## src/rtl/craft_dec_key_schedule.sv

```systemverilog
// CRAFT decryption tweakey streamer: emits TK(31)..TK(0) one nibble per valid/ready handshake.
// Define CRAFT_DEC_RC_MERGE_EN to fold the round constant into nibbles 4 and 5 of every round.
module craft_dec_key_schedule #(
  parameter int ROUNDS = 32
) (
  input  logic         clk,
  input  logic         rst,
  input  logic         start,
  input  logic [127:0] key,
  input  logic [63:0]  tweak,
  output logic [3:0]   out,
  output logic         out_valid,
  input  logic         out_ready,
  output logic [4:0]   round_idx,
  output logic [3:0]   nib_idx,
  output logic         busy,
  output logic         done
);

  // Handshake: a nibble transfers on a rising edge with out_valid & out_ready;
  // out_valid never waits on out_ready, and out/indices hold while ready is low.

  localparam logic [4:0] LAST_ROUND = 5'(ROUNDS - 1);
  localparam logic [3:0] A_LAST = 4'h8;
  localparam logic [2:0] B_LAST = 3'h5;
  localparam logic [3:0] Q_TAB [16] = '{4'd12, 4'd10, 4'd15, 4'd5, 4'd14, 4'd8, 4'd9, 4'd2,
                                        4'd11, 4'd3, 4'd7, 4'd4, 4'd6, 4'd0, 4'd1, 4'd13};

  typedef enum logic {IDLE, STREAM} state_t;
  state_t state;

  logic [63:0] k0, k1, t, sr;
  logic [3:0]  a, a_prev;
  logic [2:0]  b, b_prev;
  logic [4:0]  round_dec;
  logic [63:0] start_word, next_word;

  // Nibble i of the result takes nibble Q_TAB[i] of the input; nibble 0 is bits 63:60.
  function automatic logic [63:0] q_perm(input logic [63:0] x);
    logic [63:0] y;
    y = '0;
    for (int i = 0; i < 16; i++) begin
      y[63-4*i -: 4] = x[63-4*int'(Q_TAB[i]) -: 4];
    end
    return y;
  endfunction

  // r_lo is round mod 4: bit 0 picks the key half, bit 1 picks T versus Q(T).
  function automatic logic [63:0] tk_fn(input logic [1:0] r_lo, input logic [63:0] kk0,
                                        input logic [63:0] kk1, input logic [63:0] tt);
    logic [63:0] kh, tw;
    kh = r_lo[0] ? kk1 : kk0;
    tw = r_lo[1] ? q_perm(tt) : tt;
    return kh ^ tw;
  endfunction

`ifdef CRAFT_DEC_RC_MERGE_EN
  function automatic logic [63:0] rc_word(input logic [3:0] ra, input logic [2:0] rb);
    return {16'h0, ra, 1'b0, rb, 40'h0};
  endfunction
`endif

  always_comb begin
    a_prev    = {a[2], a[1], a[0], a[3] ^ a[0]};
    b_prev    = {b[1], b[0], b[2] ^ b[0]};
    round_dec = round_idx - 5'd1;
`ifdef CRAFT_DEC_RC_MERGE_EN
    start_word = tk_fn(LAST_ROUND[1:0], key[127:64], key[63:0], tweak) ^ rc_word(A_LAST, B_LAST);
    next_word  = tk_fn(round_dec[1:0], k0, k1, t) ^ rc_word(a_prev, b_prev);
`else
    start_word = tk_fn(LAST_ROUND[1:0], key[127:64], key[63:0], tweak);
    next_word  = tk_fn(round_dec[1:0], k0, k1, t);
`endif
  end

  assign out = sr[63:60];

  always_ff @(posedge clk or posedge rst) begin
    if (rst) begin
      state     <= IDLE;
      k0        <= '0;
      k1        <= '0;
      t         <= '0;
      sr        <= '0;
      a         <= A_LAST;
      b         <= B_LAST;
      round_idx <= '0;
      nib_idx   <= '0;
      out_valid <= 1'b0;
      busy      <= 1'b0;
      done      <= 1'b0;
    end else begin
      done <= 1'b0;
      case (state)
        IDLE: begin
          if (start) begin
            k0        <= key[127:64];
            k1        <= key[63:0];
            t         <= tweak;
            sr        <= start_word;
            a         <= A_LAST;
            b         <= B_LAST;
            round_idx <= LAST_ROUND;
            nib_idx   <= '0;
            out_valid <= 1'b1;
            busy      <= 1'b1;
            state     <= STREAM;
          end
        end
        STREAM: begin
          if (out_ready) begin
            nib_idx <= nib_idx + 4'd1;
            if (nib_idx == 4'd15 && round_idx != 5'd0) begin
              // Reload the next round on the same edge so the stream has no bubble.
              round_idx <= round_dec;
              a         <= a_prev;
              b         <= b_prev;
              sr        <= next_word;
            end else begin
              sr <= {sr[59:0], 4'h0};
              if (nib_idx == 4'd15) begin
                out_valid <= 1'b0;
                busy      <= 1'b0;
                done      <= 1'b1;
                state     <= IDLE;
              end
            end
          end
        end
        default: state <= IDLE;
      endcase
    end
  end

endmodule

```

## config.mk

```make
export PLATFORM = sky130hd
export DESIGN_NAME = craft_dec_key_schedule
export DESIGN_NICKNAME = d
export VERILOG_FILES = /design/src/rtl/craft_dec_key_schedule.sv
export SDC_FILE = /design/constraint.sdc
export NUM_CORES = 1
export LEC_CHECK = 0
export BUFFER_PORTS_ARGS = -buffer_cell sky130_fd_sc_hd__clkbuf_2
export CORE_MARGIN = 3
export CORE_UTILIZATION = 58
export DETAILED_ROUTE_END_ITERATION = 12
export PLACE_DENSITY = 0.84
export SYNTH_ARGS = -nofsm -noshare
export SYNTH_HDL_FRONTEND = slang
export SYNTH_SLANG_ARGS = --single-unit
```

## constraint.sdc

```tcl
create_clock -name clk -period 12.3 [get_ports clk]
set_input_delay 1.845 -clock clk [delete_from_list [all_inputs] [get_ports clk]]
set_output_delay 1.845 -clock clk [all_outputs]
set_load 0.05 [all_outputs]
```

Word level (Yosys, flattened, before mapping):

Cells that the tools add are included.

* register bits after elaboration: 268
* word-level logic and storage cells: 53
* output and inout port bits: 16

* add/sub/neg operators: 2
* equal/unequal tests: 6
* multiplexer cells: 27
* reductions and logical operators: 6
* bitwise gates (word level): 3

Operator list (number)
* $mux 64: 5
* $pmux 64 s2: 1
* $xor 64x64->64: 2
* $mux 5: 3
* $mux 1: 12
* $pmux 5 s2: 1
* $mux 4: 2
* $pmux 4 s2: 1
* $ne 2x2->1 const B: 3
* $reduce_bool 5->1: 1
* $sub 5x1->5 const B: 1
* $add 4x1->4 const B: 1
* $eq 4x4->1 const B: 1
* $ne 2x1->1 const B: 2
* $pmux 1 s2: 2
* $reduce_and 2->1: 2
* $reduce_and 4->1: 1
* $reduce_and 3->1: 1
* $logic_and 1x1->1: 1
* $not 1->1: 1

Longest topological paths before layout:

* word-level depth: 6
* depth in mapped cells: 10
* mapped depth without buffers: 5

Worst setup path before layout:

OpenSTA, ideal clock, no wires.

* path type: input to register
* start: input port start
* end: register sr[10]
* data required time: 12163 ps
* buffers on the path: 4
* stages: 7
* path slack: 9298 ps
* data arrival time: 2865 ps
* cell sequence: buf_2 -> nor2b_1 -> clkbuf_1 -> buf_2 -> clkbuf_1 -> a211oi_1 -> o211ai_1

* word-level cells in the longest chain between the ends: 2

RTL lines
* start: declaration: line 8 `input logic start,`
* $ne 2x2->1 (no source line)
* $reduce_and 2->1 (no source line)
* end signal: assignment: line 100 `sr <= start_word;`
* end signal: assignment: line 118 `sr <= next_word;`
* end signal: assignment: line 120 `sr <= {sr[59:0], 4'h0};`
* end: declaration: line 32 `logic [63:0] k0, k1, t, sr;`

Every way passes these cells.
A chain may end at the register's enable or synchronous reset.

Worst setup path in the final report:

* start: input port start
* end: register sr[15]

Same word-level chain as after synthesis.

==> results.sh <==
export IMPL_clockBufferDepth=3
export IMPL_path_class="primary input to flip-flop"
export IMPL_cap_violations=0
export IMPL_synth_area_leaders="dfrtp_1 46%, nand2_1 15%, mux2i_1 9.1%"
export IMPL_skew_ns=0.0258
export IMPL_synth_area_um2=14600
export IMPL_period_minus_slack_ns=4.14
export IMPL_via_per_inst=5.94
export IMPL_avgSynthCellArea_um2=9.19
export IMPL_fill_cells=1869
export IMPL_synth_most_common_cell="nand2_1"
export IMPL_start_util_pct=59.6
export IMPL_start_kind="primary input"
export IMPL_seq_area_um2=6710
export IMPL_nets=1917
export IMPL_path_clk_slew_ns=0.06
export IMPL_max_freq_ghz=0.242
export IMPL_first_pass_iters=6
export IMPL_n_antenna_cell=0
export IMPL_status="finished, final reports clean"
export IMPL_gp_congestion=0.846
export IMPL_clock_sinks=268
export IMPL_synth_distinct_cells=39
export IMPL_vias=12300
export IMPL_synth_nets=1788
export IMPL_core_region_area_um2=24500
export IMPL_yosys_warnings=0
export IMPL_finalSetupTns_ns=0
export IMPL_post_drt_wl_per_cell_um=19.9
export IMPL_multi_input_area_um2=7350
export IMPL_ys_seq_elements=268
export IMPL_design_area_um2=16600
export IMPL_required_ns=12.76
export IMPL_async_reset_ff_share_pct=100
export IMPL_synth_cells=1590
export IMPL_end_kind="flip-flop"
export IMPL_antenna_found_initial=0
export IMPL_seq_area_frac_synth_pct=45.9
export IMPL_syn_to_final_growth_pct=13.6
export IMPL_port_buffer_count=211
export IMPL_synthTopCellsByCount="581 x nand2_1, 268 x dfrtp_1, 133 x mux2i_1"
export IMPL_grt_pass1_vias=12100
export IMPL_grt_overflow=0
export IMPL_grt_start_max_net_pins=138
export IMPL_num_rows=57
export IMPL_setup_viol=0
export IMPL_slew_viol_final=0
export IMPL_grt_first_pass_wirelength_mm=64.9
export IMPL_post_cts_resized=0
export IMPL_hold_class="flip-flop to flip-flop"
export IMPL_hpwl_mm=26.5
export IMPL_die_h_um=165
export IMPL_synth_enable_flop_cells=0
export IMPL_synth_top_cell_area_share_pct=45.9
export IMPL_grtUsageTotal_pct=30.1
export IMPL_die_x_um=165
export IMPL_crit_fanout=79
export IMPL_hold_viol_final=0
export IMPL_cts_tree="yes"
export IMPL_ys_flop_type="dfrtp_1"
export IMPL_tightest_slew_ns=1.22
export IMPL_drc=0
export IMPL_h_tree_depth=1
export IMPL_ir_worst_vdd_uv=152
export IMPL_cts_setup_buffers=0
export IMPL_p_leak_nw=8.53
export IMPL_wl_mm=41.1
export IMPL_boundaryPins=212
export IMPL_cts_buffers=29
export IMPL_drive_gt1_share_pct=16.4
export IMPL_dieArea_um2=27100
export IMPL_worstPathArrival_ns=4.60
export IMPL_rsz0062_at_grt="false"
export IMPL_ctsHoldBuffers=0
export IMPL_place_area_um2=15600
export IMPL_drt_iter0_drc=1443
export IMPL_clk_latency_ns=0.56
export IMPL_route_antenna_remaining_nets=0
export IMPL_ctsRootBufferMaster="clkbuf_16"
export IMPL_post_route_period_util_pct=33.7
export IMPL_yosysTopAreaCell="dfrtp_1"
export IMPL_max_slew_margin_pct=18.8
export IMPL_power_density_nw_per_um2=188
==> metrics by stage <==
step           utilization [%]  hold WS, ns  worst slack (ns)  cells  total power, mW
6_report                  67.7        0.472              8.16   2066             3.12
5_1_grt                   67.7        0.490              7.94   2066             3.26
4_1_cts                   67.7        0.476              8.21   2066             3.12
3_5_place_dp              63.8        0.461              7.64   2012             2.24
3_3_place_gp              63.8        0.456              7.69   2012             2.20
2_1_floorplan                -        0.445              3.07   1590             1.98
==> final timing paths <==
check                              startpoint                        to  slack (ns)  cells past startpoint
min reg2reg                k1[45]$_DFFE_PP0P_        k1[45]$_DFFE_PP0P_        0.47                      2
max in group asynchronous                 rst         t[55]$_DFFE_PP0P_        8.62                      4
max reg2reg                   state$_DFF_PP0_  round_idx[3]$_DFFE_PP0P_        8.77                      4
min in group asynchronous                 rst        k0[49]$_DFFE_PP0P_        1.48                      2
max                                     start        sr[15]$_DFFE_PP0P_        8.16                      7
min                        k1[45]$_DFFE_PP0P_        k1[45]$_DFFE_PP0P_        0.47                      2
==> state kept, by name (all words and copies together) (netlist names) <==
| register | count |
|---|---|
| k0 | 64 |
| nib_idx | 4 |
| state | 1 |
| busy | 1 |
| round_idx | 5 |
| sr | 64 |
| k1 | 64 |
| t | 64 |
| done | 1 |
==> layout by cell type, fill, tap and decap left out, types with 3 or more instances in the layout <==
cell type / instances
a211oi_1: 59
mux2i_1: 133
clkbuf_1: 5
nand3b_1: 4
nand4_1: 3
xor2_1: 61
inv_1: 3
o211ai_1: 124
and3b_1: 59
clkbuf_2: 211
buf_4: 14
clkbuf_16: 29
nor2_1: 10
dfrtp_1: 266
clkinv_2: 8
nor3b_1: 60
a211o_1: 4
clkbuf_8: 9
xnor2_1: 69
nand2_1: 581
==> critical path, cell delays in order <==
cell      delay [ns]
clkbuf_2        0.07
buf_4           0.68
nor2b_4         0.29
buf_4           0.53
buf_4           0.77
a211oi_1        0.18
o211ai_1        0.16
==> area by class of cell <==
class / instances / share of cell area, %
clock buffers: 43 / 5.23
clock inverters: 11 / 0.527
inverters: 4 / 0.136
multi-input cells: 1191 / 44.2
flip-flops and latches: 268 / 40.4
well taps: 324 / 2.44
repair buffers: 225 / 6.99
==> metal layers <==
metal  share of wire [%]  global-route usage [%]  up-vias
met1                  40                    41.3     5921
met2                  47                    47.6      593
li1                    -                       -     5634
met3                 8.7                    4.61      124
met4                 4.9                    13.1        0
met5                   0                       0        -
==> logic make-up (layout without fill, tap and decap cells) <==
| group | count (synthesis) | after routing | share of synthesized area, % |
|---|---|---|---|
| xor+xnor | 130 | 130 | 7.79 |
| fa+ha+maj | 2 | 2 | 0.171 |
| simple gates | 731 | 731 | 22.9 |
| compound gates | 194 | 194 | 9.97 |
| mux | 134 | 134 | 9.19 |
| flops | 268 | 268 | 45.9 |
| buf+inv | 131 | 283 | 4.14 |
==> where the power goes <==
part | switching, mW | leakage (nW) | internal, mW | total (mW)
Sequential | 0.163 | 3.42 | 1.05 | 1.21
Combinational | 0.563 | 4.62 | 0.475 | 1.04
Clock | 0.363 | 0.482 | 0.508 | 0.872
Total | 1.09 | 8.53 | 2.03 | 3.12
No activity file was read; power rests on OpenSTA's default activity.
